`src/rtl/ahb_apb_pkg.sv`:
```
// Shared types and encodings for the parametrised AHB-Lite to APB3 bridge.
// Holds the bridge FSM state enum, AHB HTRANS encodings and HRESP values.
package ahb_apb_pkg;

   typedef enum logic [2:0] {
      ST_IDLE   = 3'd0,
      ST_LATCH  = 3'd1,
      ST_SETUP  = 3'd2,
      ST_ACCESS = 3'd3,
      ST_ERR1   = 3'd4,
      ST_ERR2   = 3'd5
   } bridge_state_e;

   localparam logic [1:0] HTRANS_IDLE   = 2'b00;
   localparam logic [1:0] HTRANS_BUSY   = 2'b01;
   localparam logic [1:0] HTRANS_NONSEQ = 2'b10;
   localparam logic [1:0] HTRANS_SEQ    = 2'b11;

   localparam logic HRESP_OKAY  = 1'b0;
   localparam logic HRESP_ERROR = 1'b1;

   localparam int SLOT_BITS = 4;

endpackage

```
`src/rtl/ahb_apb_timeout.sv`:
```
// ACCESS-phase wait counter: clears on entry to SETUP, counts PREADY-low cycles,
// and flags expiry on the last allowed cycle. TIMEOUT_CYCLES = 0 disables it.
module ahb_apb_timeout #(
   parameter int TIMEOUT_CYCLES = 256
) (
   input  logic clk_i,
   input  logic rst_i,
   input  logic clr_i,
   input  logic en_i,
   output logic expire_o
);

   generate
      if (TIMEOUT_CYCLES == 0) begin : g_off
         logic unused_inputs;
         assign unused_inputs = ^{clk_i, rst_i, clr_i, en_i};
         assign expire_o      = 1'b0;
      end else begin : g_on
         localparam int CW = $clog2(TIMEOUT_CYCLES + 1);
         localparam logic [CW-1:0] LAST = CW'(TIMEOUT_CYCLES - 1);

         logic [CW-1:0] cnt_q, cnt_d;

         always_comb begin
            cnt_d = cnt_q;
            if (clr_i) begin
               cnt_d = '0;
            end else if (en_i) begin
               cnt_d = cnt_q + CW'(1);
            end
         end

         always_ff @(posedge clk_i or posedge rst_i) begin
            if (rst_i) begin
               cnt_q <= '0;
            end else begin
               cnt_q <= cnt_d;
            end
         end

         assign expire_o = en_i && (cnt_q == LAST);
      end
   endgenerate

endmodule

```
`src/rtl/ahb_apb_bridge_param.sv`:
```
// AHB-Lite slave to APB3 master bridge with generic widths and slot count,
// PREADY wait states, programmable access timeout and two-cycle ERROR responses.
module ahb_apb_bridge_param
   import ahb_apb_pkg::*;
#(
   parameter int ADDR_WIDTH     = 32,
   parameter int DATA_WIDTH     = 32,
   parameter int NUM_SLAVES     = 16,
   parameter int SLOT_SHIFT     = 8,
   parameter int TIMEOUT_CYCLES = 256
) (
   input  logic                  HCLK,
   input  logic                  HRESET,
   input  logic                  HSEL,
   input  logic [ADDR_WIDTH-1:0] HADDR,
   input  logic                  HWRITE,
   input  logic [1:0]            HTRANS,
   input  logic [2:0]            HSIZE,
   input  logic [DATA_WIDTH-1:0] HWDATA,
   input  logic                  HREADYIN,
   output logic                  HREADYOUT,
   output logic [DATA_WIDTH-1:0] HRDATA,
   output logic                  HRESP,
   output logic [NUM_SLAVES-1:0] PSEL,
   output logic [ADDR_WIDTH-1:0] PADDR,
   output logic                  PWRITE,
   output logic                  PENABLE,
   output logic [DATA_WIDTH-1:0] PWDATA,
   input  logic [DATA_WIDTH-1:0] PRDATA,
   input  logic                  PREADY,
   input  logic                  PSLVERR,
   output logic                  TIMEOUT_IRQ
);

   // Handshake: an AHB transfer is taken only when HSEL & HREADYIN & NONSEQ/SEQ
   // while the bridge shows HREADYOUT=1 (IDLE or ERR2); an APB access ends on the
   // first ACCESS cycle with PREADY=1, where PSLVERR decides OKAY versus ERROR.

   bridge_state_e state_q, state_d;

   logic [ADDR_WIDTH-1:0] paddr_q, paddr_d;
   logic                  pwrite_q, pwrite_d;
   logic [SLOT_BITS-1:0]  slot_q, slot_d;
   logic [DATA_WIDTH-1:0] pwdata_q, pwdata_d;
   logic [DATA_WIDTH-1:0] hrdata_q, hrdata_d;
   logic                  irq_q, irq_d;

   logic                  xfer_valid;
   logic [SLOT_BITS-1:0]  haddr_slot;
   logic                  slot_oor;
   logic                  cnt_clr;
   logic                  cnt_en;
   logic                  expire;
   logic                  unused_inputs;

   assign unused_inputs = ^HSIZE;

   assign xfer_valid = HSEL && HREADYIN &&
                       ((HTRANS == HTRANS_NONSEQ) || (HTRANS == HTRANS_SEQ));
   assign haddr_slot = HADDR[SLOT_SHIFT+SLOT_BITS-1:SLOT_SHIFT];
   assign slot_oor   = {1'b0, haddr_slot} >= 5'(NUM_SLAVES);
   assign cnt_en     = (state_q == ST_ACCESS) && !PREADY;

   ahb_apb_timeout #(
      .TIMEOUT_CYCLES(TIMEOUT_CYCLES)
   ) u_timeout (
      .clk_i    (HCLK),
      .rst_i    (HRESET),
      .clr_i    (cnt_clr),
      .en_i     (cnt_en),
      .expire_o (expire)
   );

   always_comb begin
      state_d  = state_q;
      paddr_d  = paddr_q;
      pwrite_d = pwrite_q;
      slot_d   = slot_q;
      pwdata_d = pwdata_q;
      hrdata_d = hrdata_q;
      irq_d    = 1'b0;
      cnt_clr  = 1'b0;
      case (state_q)
         ST_IDLE, ST_ERR2: begin
            state_d = ST_IDLE;
            if (xfer_valid) begin
               paddr_d  = HADDR;
               pwrite_d = HWRITE;
               slot_d   = haddr_slot;
               if (slot_oor) begin
                  state_d = ST_ERR1;
               end else if (HWRITE) begin
                  state_d = ST_LATCH;
               end else begin
                  state_d = ST_SETUP;
                  cnt_clr = 1'b1;
               end
            end
         end
         ST_LATCH: begin
            pwdata_d = HWDATA;
            state_d  = ST_SETUP;
            cnt_clr  = 1'b1;
         end
         ST_SETUP: begin
            state_d = ST_ACCESS;
         end
         ST_ACCESS: begin
            // PREADY wins over a timeout landing in the same cycle.
            if (PREADY) begin
               if (PSLVERR) begin
                  state_d = ST_ERR1;
               end else begin
                  state_d = ST_IDLE;
                  if (!pwrite_q) begin
                     hrdata_d = PRDATA;
                  end
               end
            end else if (expire) begin
               state_d = ST_ERR1;
               irq_d   = 1'b1;
            end
         end
         ST_ERR1: begin
            state_d = ST_ERR2;
         end
         default: begin
            state_d = ST_IDLE;
         end
      endcase
   end

   always_ff @(posedge HCLK or posedge HRESET) begin
      if (HRESET) begin
         state_q  <= ST_IDLE;
         paddr_q  <= '0;
         pwrite_q <= 1'b0;
         slot_q   <= '0;
         pwdata_q <= '0;
         hrdata_q <= '0;
         irq_q    <= 1'b0;
      end else begin
         state_q  <= state_d;
         paddr_q  <= paddr_d;
         pwrite_q <= pwrite_d;
         slot_q   <= slot_d;
         pwdata_q <= pwdata_d;
         hrdata_q <= hrdata_d;
         irq_q    <= irq_d;
      end
   end

   // IRQ is registered, so it rises in the ERR1 cycle that follows the abort.
   assign TIMEOUT_IRQ = irq_q;
   assign PADDR       = paddr_q;
   assign PWRITE      = pwrite_q;
   assign PWDATA      = pwdata_q;
   assign HRDATA      = hrdata_q;
   assign PENABLE     = (state_q == ST_ACCESS);
   assign HREADYOUT   = (state_q == ST_IDLE) || (state_q == ST_ERR2);
   assign HRESP       = ((state_q == ST_ERR1) || (state_q == ST_ERR2)) ? HRESP_ERROR
                                                                         : HRESP_OKAY;

   always_comb begin
      PSEL = '0;
      if ((state_q == ST_SETUP) || (state_q == ST_ACCESS)) begin
         for (int i = 0; i < NUM_SLAVES; i++) begin
            PSEL[i] = (slot_q == 4'(i));
         end
      end
   end

endmodule

```
`config.mk`:
```
export PLATFORM = sky130hd
export DESIGN_NAME = ahb_apb_bridge_param
export DESIGN_NICKNAME = d
export VERILOG_FILES = /design/src/rtl/ahb_apb_pkg.sv /design/src/rtl/ahb_apb_timeout.sv /design/src/rtl/ahb_apb_bridge_param.sv
export SDC_FILE = /design/constraint.sdc
export NUM_CORES = 1
export LEC_CHECK = 0
export CAP_MARGIN = 20
export CORE_MARGIN = 1
export CORE_UTILIZATION = 41
export CTS_CLUSTER_SIZE = 30
export DETAILED_ROUTE_END_ITERATION = 10
export PLACE_DENSITY = 0.86
export SLEW_MARGIN = 25
export SYNTH_ARGS = -nofsm -noshare
export SYNTH_HDL_FRONTEND = slang
export SYNTH_HIERARCHICAL = 1
export SYNTH_SLANG_ARGS = --single-unit
```
`constraint.sdc`:
```
create_clock -name HCLK -period 4 [get_ports HCLK]
set_input_delay 0.8 -clock HCLK [delete_from_list [all_inputs] [get_ports HCLK]]
set_output_delay 0.8 -clock HCLK [all_outputs]
set_load 0.02 [all_outputs]
```
==> impl_metrics.csv, run 1 <==
group,metric,value,unit
yosys,synth_xor_area_frac,0.0111,
floorplanning,die_width,108,µm
clock_tree,ctsHoldBuffers,0,
yosys,synth-edff-count,0,
clock_tree,ctsLongestPathBuffers,2,
hold_path,worstHoldPathType,"register to register",
yosys,synthesis.yosys.warnings,6,
status,outcome,"complete, no violations",
yosys,commonest_register_cell_after_synthesis,"sky130_fd_sc_hd__dfrtp_1",
worst_setup_path,reg2reg_depth,7,
timing,setup_viol_count_final,0,
worst_setup_path,cp-endpoint,"PSEL[0]",
global_routing,grt_remaining_overflow,0,
timing,unrepaired_setup_endpoints_after_global_routing,"no",
power_and_ir_drop,internal-power,3.52,mW
timing,portion_of_the_clock_cycle_consumed_by_the_worst_path_in_the_final_layout,0.803,
detailed_routing,first_pass_iters,7,
global_routing,grtUsageTotal,0.193,
clock_tree,cts.sinks,110,
power_and_ir_drop,power_switching,1.99,mW
power_and_ir_drop,peakVddDrop,414,µV
timing,finalHoldViolations,0,
worst_setup_path,critPathArrivalTime,2.41,ns
worst_setup_path,reg2reg_slack,1.65,ns
timing,tightestPinTransition,0.670,ns
clock_tree,path_clk_slew,0.10,ns
yosys,netlist.top_cell.by_area,"sky130_fd_sc_hd__dfrtp_1",
placement,port_buffers,220,
timing,worst_clock_skew,0.00909,ns
worst_setup_path,timing.critical_path.fanout_max,9,
clock_tree,cts.root.buffer_cell,"sky130_fd_sc_hd__clkbuf_8",
floorplanning,fp.coreArea,10900,µm²
yosys,synth-adder-area-share,0.00542,
detailed_routing,route.detailed.drc,0,
power_and_ir_drop,sequentialPowerShare,0.358,
finish,layout-drive-gt1-share,0.223,
yosys,synth-compound-area-share,0.0165,
detailed_routing,postRouteAntennaNets,0,
power_and_ir_drop,clock_power_share,0.121,
placement,dpl_cell_area,6900,µm²
placement,detailed_place_hpwl,8550,µm
placement,place_congestion,0.779,
power_and_ir_drop,relative_contribution_of_combinational_cells_to_total_power,0.522,
yosys,synthesis.nets,415,
timing,report.final.slew_viol_count,0,
yosys,ys_seq_elements,110,
worst_setup_path,end_kind,"output port",
global_routing,grt_antenna_before_repair,0,
yosys,netlist_area,4620,µm²
clock_tree,tritoncts_clock_tree,"yes",
floorplanning,chipHeight,108,µm
finish,nets,636,
global_routing,maximum_number_of_pins_on_one_net_before_global_route_repair,52,
detailed_routing,viasPerCell,4.83,
floorplanning,starting_utilization_of_the_core_area,0.424,
placement,place.detailed.instances,655,
worst_setup_path,crit_required,3.20,ns
worst_setup_path,crit_type,"register to output port",
clock_tree,cts-resized-gates,0,
timing,headroom_to_the_max_slew_limit,0.551,
detailed_routing,drt_first_iter_violations,104,
yosys,synthDominantCellAreaShare,0.596,
worst_setup_path,regToRegStartpoint,"state_q[1]",
timing,fin_crit,3.21,ns
clock_tree,tritoncts.num_buffers,9,
global_routing,first_global_vias,3409,
yosys,synthDistinctLibCells,35,
hold_path,min_delay_path_depth,1,
timing,max_clock_freq,0.311,GHz
yosys,netlist_top_cells_area,"sky130_fd_sc_hd__dfrtp_1 60%, sky130_fd_sc_hd__mux2_2 16%, sky130_fd_sc_hd__mux2_4 9.4%",
yosys,synth_top_cells_by_count,"110 x sky130_fd_sc_hd__dfrtp_1, 65 x sky130_fd_sc_hd__mux2_2, 29 x sky130_fd_sc_hd__mux2_4",
clock_tree,insertion_delay_to_the_later_sink_of_the_worst_skew_pair,0.36,ns
yosys,post_synth_mux_area_share,0.264,
finish,areaGrowthSynthToFinish,53.8,%
yosys,synthesis.instances,305,
yosys,synth-async-reset-ratio,1.00,
floorplanning,num_rows,38,
floorplanning,die_area,11700,µm²
detailed_routing,detailroute.via_count,3236,
yosys,yosys.area_share.simple,0.0729,
worst_setup_path,worstSetupStartpoint,"state_q[1]",
power_and_ir_drop,power.static_leakage,2.99,nW
timing,postLayoutSetupSlackWorst,0.787,ns
finish,final_cell_area,7100,µm²
power_and_ir_drop,power.switching_fraction,0.361,
yosys,avgSynthCellArea,15.1,µm²
worst_setup_path,r2r-end,"state_q[0]",
yosys,synth_top_family_by_area,"multiplexers",
floorplanning,number_of_placed_i_o_pins,225,
timing,timing.setup.tns,0,ns
clock_tree,cts_htree_levels,3,
yosys,synth_sequential_area_ratio,0.596,
finish,diodes,0,
clock_tree,post-cts-setup-buffers,0,
detailed_routing,wl_per_cell,16.8,µm
power_and_ir_drop,power.total,5.50,mW
placement,preCtsSetupSlack,1.14,ns
global_routing,global_route_wire_length_before_repair,17100,µm
detailed_routing,wl,11200,µm
finish,final_cells,670,
timing,hold_ws,0.498,ns
power_and_ir_drop,power.density_cell_area,775,nW/µm²
flow_run,cap_viol_max_count,0,
yosys,post-synth-top-count-cell,"sky130_fd_sc_hd__dfrtp_1",
worst_setup_path,crit_path_start_kind,"register",
finish,finalCoreUtilization,0.652,
==> state kept, by name, indices dropped and copies added (netlist names) <==
signal and flops:
u_timeout/g_on.cnt_q 9, PWDATA 32, PADDR 32, state_q 3, PWRITE 1, HRDATA 32, TIMEOUT_IRQ 1
==> worst min path at each step <==
stage	startpoint	endpoint	slack, ns
after floorplan	u_timeout/g_on.cnt_q[6]	u_timeout/g_on.cnt_q[6]	0.52
after global placement	PWDATA[5]	PWDATA[5]	0.47
after detailed placement	PWDATA[5]	PWDATA[5]	0.48
after CTS	PWDATA[5]	PWDATA[5]	0.50
after global routing	PWDATA[1]	PWDATA[1]	0.52
final	PWDATA[1]	PWDATA[1]	0.50
==> final cells by class <==
class | instances | area, µm²
Tap cell | 140 | 175
Inverter | 6 | 25.0
Sequential cell | 110 | 2750
Clock buffer | 12 | 155
Multi-Input combinational cell | 176 | 1710
Timing Repair Buffer | 223 | 2240
Clock inverter | 3 | 43.8
Fill cell | 795 | 3790
==> cells by family after synthesis <==
logic type	count (synthesis)
compound gates	13
xor+xnor	5
fa+ha+maj	2
buf+inv	19
flops	110
mux	99
simple gates	57
==> per-layer routing <==
layer / wire length, µm / track usage
met1: 4370 / 0.222
met2: 5800 / 0.351
met5: 0 / 0
met4: 157 / 0.0665
met3: 918 / 0.0434
==> worst max-delay path: stages, from the launching register on <==
cell	delay (ns)
sky130_fd_sc_hd__dfrtp_1	0.56
sky130_fd_sc_hd__inv_1	0.10
sky130_fd_sc_hd__or4_1	0.53
sky130_fd_sc_hd__nor3_1	0.21
sky130_fd_sc_hd__clkdlybuf4s50_1	0.66
==> cells in the final DEF (no fill, tap or decap), drive strengths merged, types with 3 or more instances in the layout <==
cell type / n
nand4: 4
clkdlybuf4s50: 220
nand2: 4
a21oi: 4
buf: 3
or3: 4
nor2: 24
o21ai: 5
clkbuf: 12
nand3: 5
inv: 6
nor3: 5
mux2: 97
dfrtp: 110
nor3b: 3
xor2: 4
==> power groups by stage <==
stage                     clock (mW)  combinational [mW]  sequential, mW
final                          0.665                2.87            1.97
after global routing           0.732                3.03            2.04
after CTS                      0.680                2.90            1.98
after detailed placement           0                2.89            2.00
after global placement             0                2.84            1.96
after floorplan                    0               0.981            2.54
Note: power is estimated with default switching activity, not from simulation.
==> inputs of run 2 (changes only) <==
--- a/config.mk
+++ b/config.mk
@@ -7,10 +7,10 @@
 export LEC_CHECK = 0
 export CAP_MARGIN = 20
 export CORE_MARGIN = 1
-export CORE_UTILIZATION = 41
+export CORE_UTILIZATION = 37
 export CTS_CLUSTER_SIZE = 30
 export DETAILED_ROUTE_END_ITERATION = 10
-export PLACE_DENSITY = 0.86
+export PLACE_DENSITY = 0.82
 export SLEW_MARGIN = 25
 export SYNTH_ARGS = -nofsm -noshare
 export SYNTH_HDL_FRONTEND = slang
==> constraint.sdc (replaced) <==
create_clock -name HCLK -period 2.87 [get_ports HCLK]
set_input_delay 0.574 -clock HCLK [delete_from_list [all_inputs] [get_ports HCLK]]
set_output_delay 0.574 -clock HCLK [all_outputs]
set_load 0.02 [all_outputs]
==> impl_metrics.csv, run 2 (same netlist as run 1, synthesis figures left out) <==
group,metric,value,unit
worst_setup_path,reg2reg_slack,0.74,ns
timing,max_clock_freq,0.362,GHz
power_and_ir_drop,clock_power_share,0.155,
worst_setup_path,r2r-end,"u_timeout/g_on.cnt_q[5]",
clock_tree,insertion_delay_to_the_later_sink_of_the_worst_skew_pair,0.33,ns
detailed_routing,wl_per_cell,15.9,µm
timing,tightestPinTransition,0.657,ns
detailed_routing,wl,11200,µm
timing,worst_clock_skew,0.00599,ns
timing,portion_of_the_clock_cycle_consumed_by_the_worst_path_in_the_final_layout,0.963,
timing,hold_ws,0.496,ns
finish,diodes,0,
floorplanning,chipHeight,114,µm
worst_setup_path,reg2reg_depth,7,
power_and_ir_drop,relative_contribution_of_combinational_cells_to_total_power,0.505,
power_and_ir_drop,power.switching_fraction,0.355,
clock_tree,cts_htree_levels,3,
power_and_ir_drop,internal-power,5.15,mW
placement,place_congestion,0.795,
worst_setup_path,regToRegStartpoint,"state_q[2]",
worst_setup_path,end_kind,"output port",
timing,unrepaired_setup_endpoints_after_global_routing,"no",
placement,port_buffers,220,
hold_path,worstHoldPathType,"register to register",
detailed_routing,route.detailed.drc,0,
placement,detailed_place_hpwl,8540,µm
timing,timing.setup.tns,0,ns
hold_path,worst_hold_launch,"PWDATA[1]",
finish,fillerInstances,972,
global_routing,first_global_vias,3437,
power_and_ir_drop,peakVddDrop,397,µV
global_routing,global_route_wire_length_before_repair,17500,µm
worst_setup_path,critPathArrivalTime,2.19,ns
floorplanning,die_width,114,µm
placement,dpl_cell_area,6970,µm²
power_and_ir_drop,sequentialPowerShare,0.341,
status,outcome,"complete, no violations",
finish,nets,641,
global_routing,grt_remaining_overflow,0,
hold_path,timing.hold.worst_endpoint,"PWDATA[1]",
global_routing,grtUsageTotal,0.174,
power_and_ir_drop,power.density_cell_area,1100,nW/µm²
timing,fin_crit,2.76,ns
floorplanning,number_of_placed_i_o_pins,225,
worst_setup_path,crit_path_start_kind,"register",
detailed_routing,first_pass_iters,5,
global_routing,maximum_number_of_pins_on_one_net_before_global_route_repair,54,
floorplanning,starting_utilization_of_the_core_area,0.381,
global_routing,grt_antenna_before_repair,0,
clock_tree,post-cts-setup-buffers,0,
clock_tree,ctsHoldBuffers,0,
floorplanning,fp.coreArea,12100,µm²
clock_tree,tritoncts.num_buffers,9,
detailed_routing,postRouteAntennaNets,0,
power_and_ir_drop,power_switching,2.83,mW
timing,setup_viol_count_final,0,
flow_run,cap_viol_max_count,0,
detailed_routing,drt_first_iter_violations,138,
timing,finalHoldViolations,0,
timing,headroom_to_the_max_slew_limit,0.561,
detailed_routing,detailroute.via_count,3281,
floorplanning,num_rows,40,
floorplanning,die_area,12900,µm²
finish,final_cell_area,7280,µm²
finish,most_frequent_standard_cell_in_the_layout_excluding_fill_and_tap_cells,"sky130_fd_sc_hd__clkdlybuf4s50_1",
clock_tree,tritoncts_clock_tree,"yes",
clock_tree,path_clk_slew,0.07,ns
worst_setup_path,crit_required,2.30,ns
power_and_ir_drop,power.static_leakage,3.07,nW
finish,layout-drive-gt1-share,0.235,
hold_path,min_delay_path_depth,1,
timing,report.final.slew_viol_count,0,
clock_tree,cts.sinks,110,
worst_setup_path,timing.critical_path.fanout_max,7,
worst_setup_path,crit_type,"register to output port",
finish,final_cell_mix,"219 x sky130_fd_sc_hd__clkdlybuf4s50_1, 109 x sky130_fd_sc_hd__dfrtp_1, 65 x sky130_fd_sc_hd__mux2_2, 29 x sky130_fd_sc_hd__mux2_4, 24 x sky130_fd_sc_hd__nor2_1",
clock_tree,cts.root.buffer_cell,"sky130_fd_sc_hd__clkbuf_16",
finish,areaGrowthSynthToFinish,57.6,%
detailed_routing,viasPerCell,4.66,
clock_tree,ctsLongestPathBuffers,2,
==> run 2: power by group through the flow <==
stage	logic, mW	clock network, mW	registers [mW]
4_1_cts	4.07	1.27	2.73
3_3_place_gp	3.98	0	2.70
6_report	4.03	1.24	2.72
5_1_grt	4.23	1.34	2.81
3_5_place_dp	4.06	0	2.75
2_1_floorplan	1.37	0	3.54
==> run 2: through the flow <==
stage | setup slack, ns | cells | utilization | power [mW]
3_3_place_gp | 0.472 | 688 | 0.576 | 6.68
3_5_place_dp | 0.446 | 688 | 0.576 | 6.81
2_1_floorplan | 0.746 | 305 | - | 4.90
5_1_grt | 0.0336 | 704 | 0.601 | 8.39
4_1_cts | 0.0721 | 704 | 0.601 | 8.07
6_report | 0.107 | 704 | 0.601 | 7.98
==> run 2: per-layer routing <==
layer	vias up	global-route usage	routed length (µm)
li1	1519	-	-
met1	1620	0.208	4550
met2	122	0.311	5900
met3	20	0.0313	553
met4	0	0.0640	205
met5	-	0	0
==> run 2: what timing repair did <==
| action | CTS | global route |
|---|---|---|
| hold endpoints to repair | 0 | 0 |
| setup endpoints to repair | 0 | 3 |
| gates resized for setup | 0 | 2 |
==> run 2: critical path: stages (launching register included) <==
cell and delay, ns:
sky130_fd_sc_hd__dfrtp_1 0.49, sky130_fd_sc_hd__or4_1 0.58, sky130_fd_sc_hd__nor3_1 0.16, sky130_fd_sc_hd__clkdlybuf4s50_1 0.63
==> run 2: how the worst max path moves through the flow <==
stage,start,endpoint,cells past startpoint
2_1_floorplan,PADDR[11],PSEL[0],2
3_3_place_gp,state_q[2],PSEL[0],3
3_5_place_dp,state_q[1],PSEL[4],5
4_1_cts,state_q[1],PSEL[4],5
5_1_grt,state_q[2],PSEL[0],3
6_report,state_q[2],PSEL[0],3
==> run 2: layout make-up <==
cell class,count,area [µm²],area share
well taps,168,210,0.0289
repair buffers,228,2280,0.313
flip-flops and latches,110,2750,0.378
inverters,6,26.3,0.00361
multi-input cells,176,1710,0.235
clock buffers,9,225,0.0309
clock inverters,7,73.8,0.0101
==> inputs of run 3 (changes only) <==
--- a/config.mk
+++ b/config.mk
@@ -7,10 +7,11 @@
 export LEC_CHECK = 0
 export CAP_MARGIN = 20
 export CORE_MARGIN = 1
-export CORE_UTILIZATION = 37
+export CORE_UTILIZATION = 50
 export CTS_CLUSTER_SIZE = 30
 export DETAILED_ROUTE_END_ITERATION = 10
-export PLACE_DENSITY = 0.82
+export DONT_BUFFER_PORTS = 1
+export PLACE_DENSITY = 0.73
 export SLEW_MARGIN = 25
 export SYNTH_ARGS = -nofsm -noshare
 export SYNTH_HDL_FRONTEND = slang
==> impl_metrics.csv, run 3 (same netlist as run 1, synthesis figures left out) <==
group,metric,value,unit
timing,unrepaired_setup_endpoints_after_global_routing,"no",
placement,dpl_cell_area,4690,µm²
floorplanning,number_of_placed_i_o_pins,225,
timing,finalHoldViolations,0,
clock_tree,cts.root.buffer_cell,"sky130_fd_sc_hd__clkbuf_8",
clock_tree,tritoncts.num_buffers,9,
power_and_ir_drop,power.total,5.98,mW
detailed_routing,route.detailed.drc,16,
floorplanning,chipHeight,98.1,µm
detailed_routing,detailroute.via_count,2387,
timing,report.final.slew_viol_count,0,
finish,layout-drive-gt1-share,0.387,
finish,final_cell_mix,"110 x sky130_fd_sc_hd__dfrtp_1, 65 x sky130_fd_sc_hd__mux2_2, 29 x sky130_fd_sc_hd__mux2_4, 24 x sky130_fd_sc_hd__nor2_1, 9 x sky130_fd_sc_hd__clkbuf_8",
timing,portion_of_the_clock_cycle_consumed_by_the_worst_path_in_the_final_layout,0.889,
status,outcome,"finished, violations left",
timing,worst_clock_skew,0.0110,ns
timing,tightestPinTransition,0.682,ns
global_routing,first_global_vias,2438,
clock_tree,post-cts-setup-buffers,0,
timing,timing.setup.tns,0,ns
finish,fillerInstances,737,
floorplanning,die_area,9620,µm²
timing,setup_viol_count_final,0,
status,violations,"design-rule violations",
detailed_routing,wl_per_cell,19.8,µm
clock_tree,ctsLongestPathBuffers,2,
global_routing,grt_remaining_overflow,0,
clock_tree,tritoncts_clock_tree,"yes",
detailed_routing,drt_first_iter_violations,69,
worst_setup_path,timing.critical_path.cells,"and2b_2, nand3b_1, nor3_1",
finish,nets,420,
global_routing,grt_antenna_before_repair,0,
worst_setup_path,cpMaxStageDelayCell,"sky130_fd_sc_hd__nor3_1",
worst_setup_path,end_kind,"output port",
finish,final_cell_area,4860,µm²
detailed_routing,wl,8380,µm
finish,most_frequent_standard_cell_in_the_layout_excluding_fill_and_tap_cells,"sky130_fd_sc_hd__dfrtp_1",
global_routing,global_route_wire_length_before_repair,13200,µm
clock_tree,cts.sinks,110,
worst_setup_path,crit_type,"register to output port",
global_routing,grtUsageTotal,0.179,
clock_tree,insertion_delay_to_the_later_sink_of_the_worst_skew_pair,0.35,ns
power_and_ir_drop,power.density_cell_area,1230,nW/µm²
clock_tree,cts_htree_levels,3,
power_and_ir_drop,peakVddDrop,547,µV
flow_run,cap_viol_max_count,0,
timing,fin_crit,2.55,ns
worst_setup_path,crit_path_start_kind,"register",
detailed_routing,first_pass_iters,7,
timing,max_clock_freq,0.392,GHz
placement,place.detailed.instances,407,
finish,diodes,0,
floorplanning,fp.coreArea,8850,µm²
worst_setup_path,max_stage_delay,0.58,ns
placement,port_buffers,0,
placement,place_congestion,0.790,
worst_setup_path,critPathArrivalTime,1.98,ns
detailed_routing,postRouteAntennaNets,0,
power_and_ir_drop,power.static_leakage,2.14,nW
floorplanning,die_width,98.1,µm
placement,detailed_place_hpwl,6200,µm
floorplanning,num_rows,34,
hold_path,worstHoldPathType,"input pin to async pin",
global_routing,maximum_number_of_pins_on_one_net_before_global_route_repair,47,
floorplanning,starting_utilization_of_the_core_area,0.522,
clock_tree,path_clk_slew,0.10,ns
finish,areaGrowthSynthToFinish,5.31,%
clock_tree,cts-resized-gates,0,
timing,headroom_to_the_max_slew_limit,0.542,
clock_tree,ctsHoldBuffers,0,
worst_setup_path,crit_required,2.30,ns
worst_setup_path,timing.critical_path.fanout_max,9,
detailed_routing,viasPerCell,5.64,
finish,finalCoreUtilization,0.549,
finish,final_cells,423,
-- run 3: cell type report --
| class | instances | area [µm²] | area share |
|---|---|---|---|
| sequential | 110 | 2750 | 0.566 |
| clock inverter | 5 | 41.3 | 0.00849 |
| inverter | 6 | 26.3 | 0.00540 |
| clock buffer | 11 | 131 | 0.0270 |
| timing repair buffer | 7 | 65.1 | 0.0134 |
| multi-input combinational | 176 | 1710 | 0.352 |
| tap | 108 | 135 | 0.0278 |
-- run 3: worst max-delay path, delay by kind of cell, from the launching register on --
family           cells  cell delay, ns
flip-flops           1            0.57
AND/OR/NAND/NOR      3            1.06
-- run 3: path summary, 6_finish.rpt --
check / slack (ns) / cells after the start / start / endpoint
min reg2reg: 0.58 / 2 / u_timeout/g_on.cnt_q[7] / u_timeout/g_on.cnt_q[7]
max reg2reg: 0.82 / 7 / state_q[1] / u_timeout/g_on.cnt_q[5]
max: 0.32 / 3 / state_q[1] / PSEL[8]
min in group HCLK: 0.29 / 1 / PREADY / TIMEOUT_IRQ
min: 0.06 / 1 / HRESET / u_timeout/g_on.cnt_q[1]
max in group asynchronous: 1.96 / 2 / HRESET / PADDR[26]
-- run 3: per-stage QoR --
stage	hold slack [ns]	setup WS [ns]
finish	0.0581	0.318
global route	0.0636	0.163
CTS	0.0468	0.288
detailed placement	0.446	0.697
global placement	0.446	0.726
floorplan	0.402	0.746
-- run 3: report_power, final --
group / leakage, nW / switching [mW] / internal (mW) / total [mW]
clock network: 0.0805 / 0.508 / 0.325 / 0.833
registers: 1.34 / 1.44 / 2.27 / 3.70
logic: 0.714 / 0.588 / 0.862 / 1.45
total: 2.14 / 2.53 / 3.45 / 5.98
-- run 3: per-layer routing --
layer,share of wire,global-route usage,routed length [µm]
met2,0.51,0.294,4290
met5,0,0,0
met3,0.091,0.0637,759
met4,0.0070,0.0548,59
met1,0.39,0.221,3270
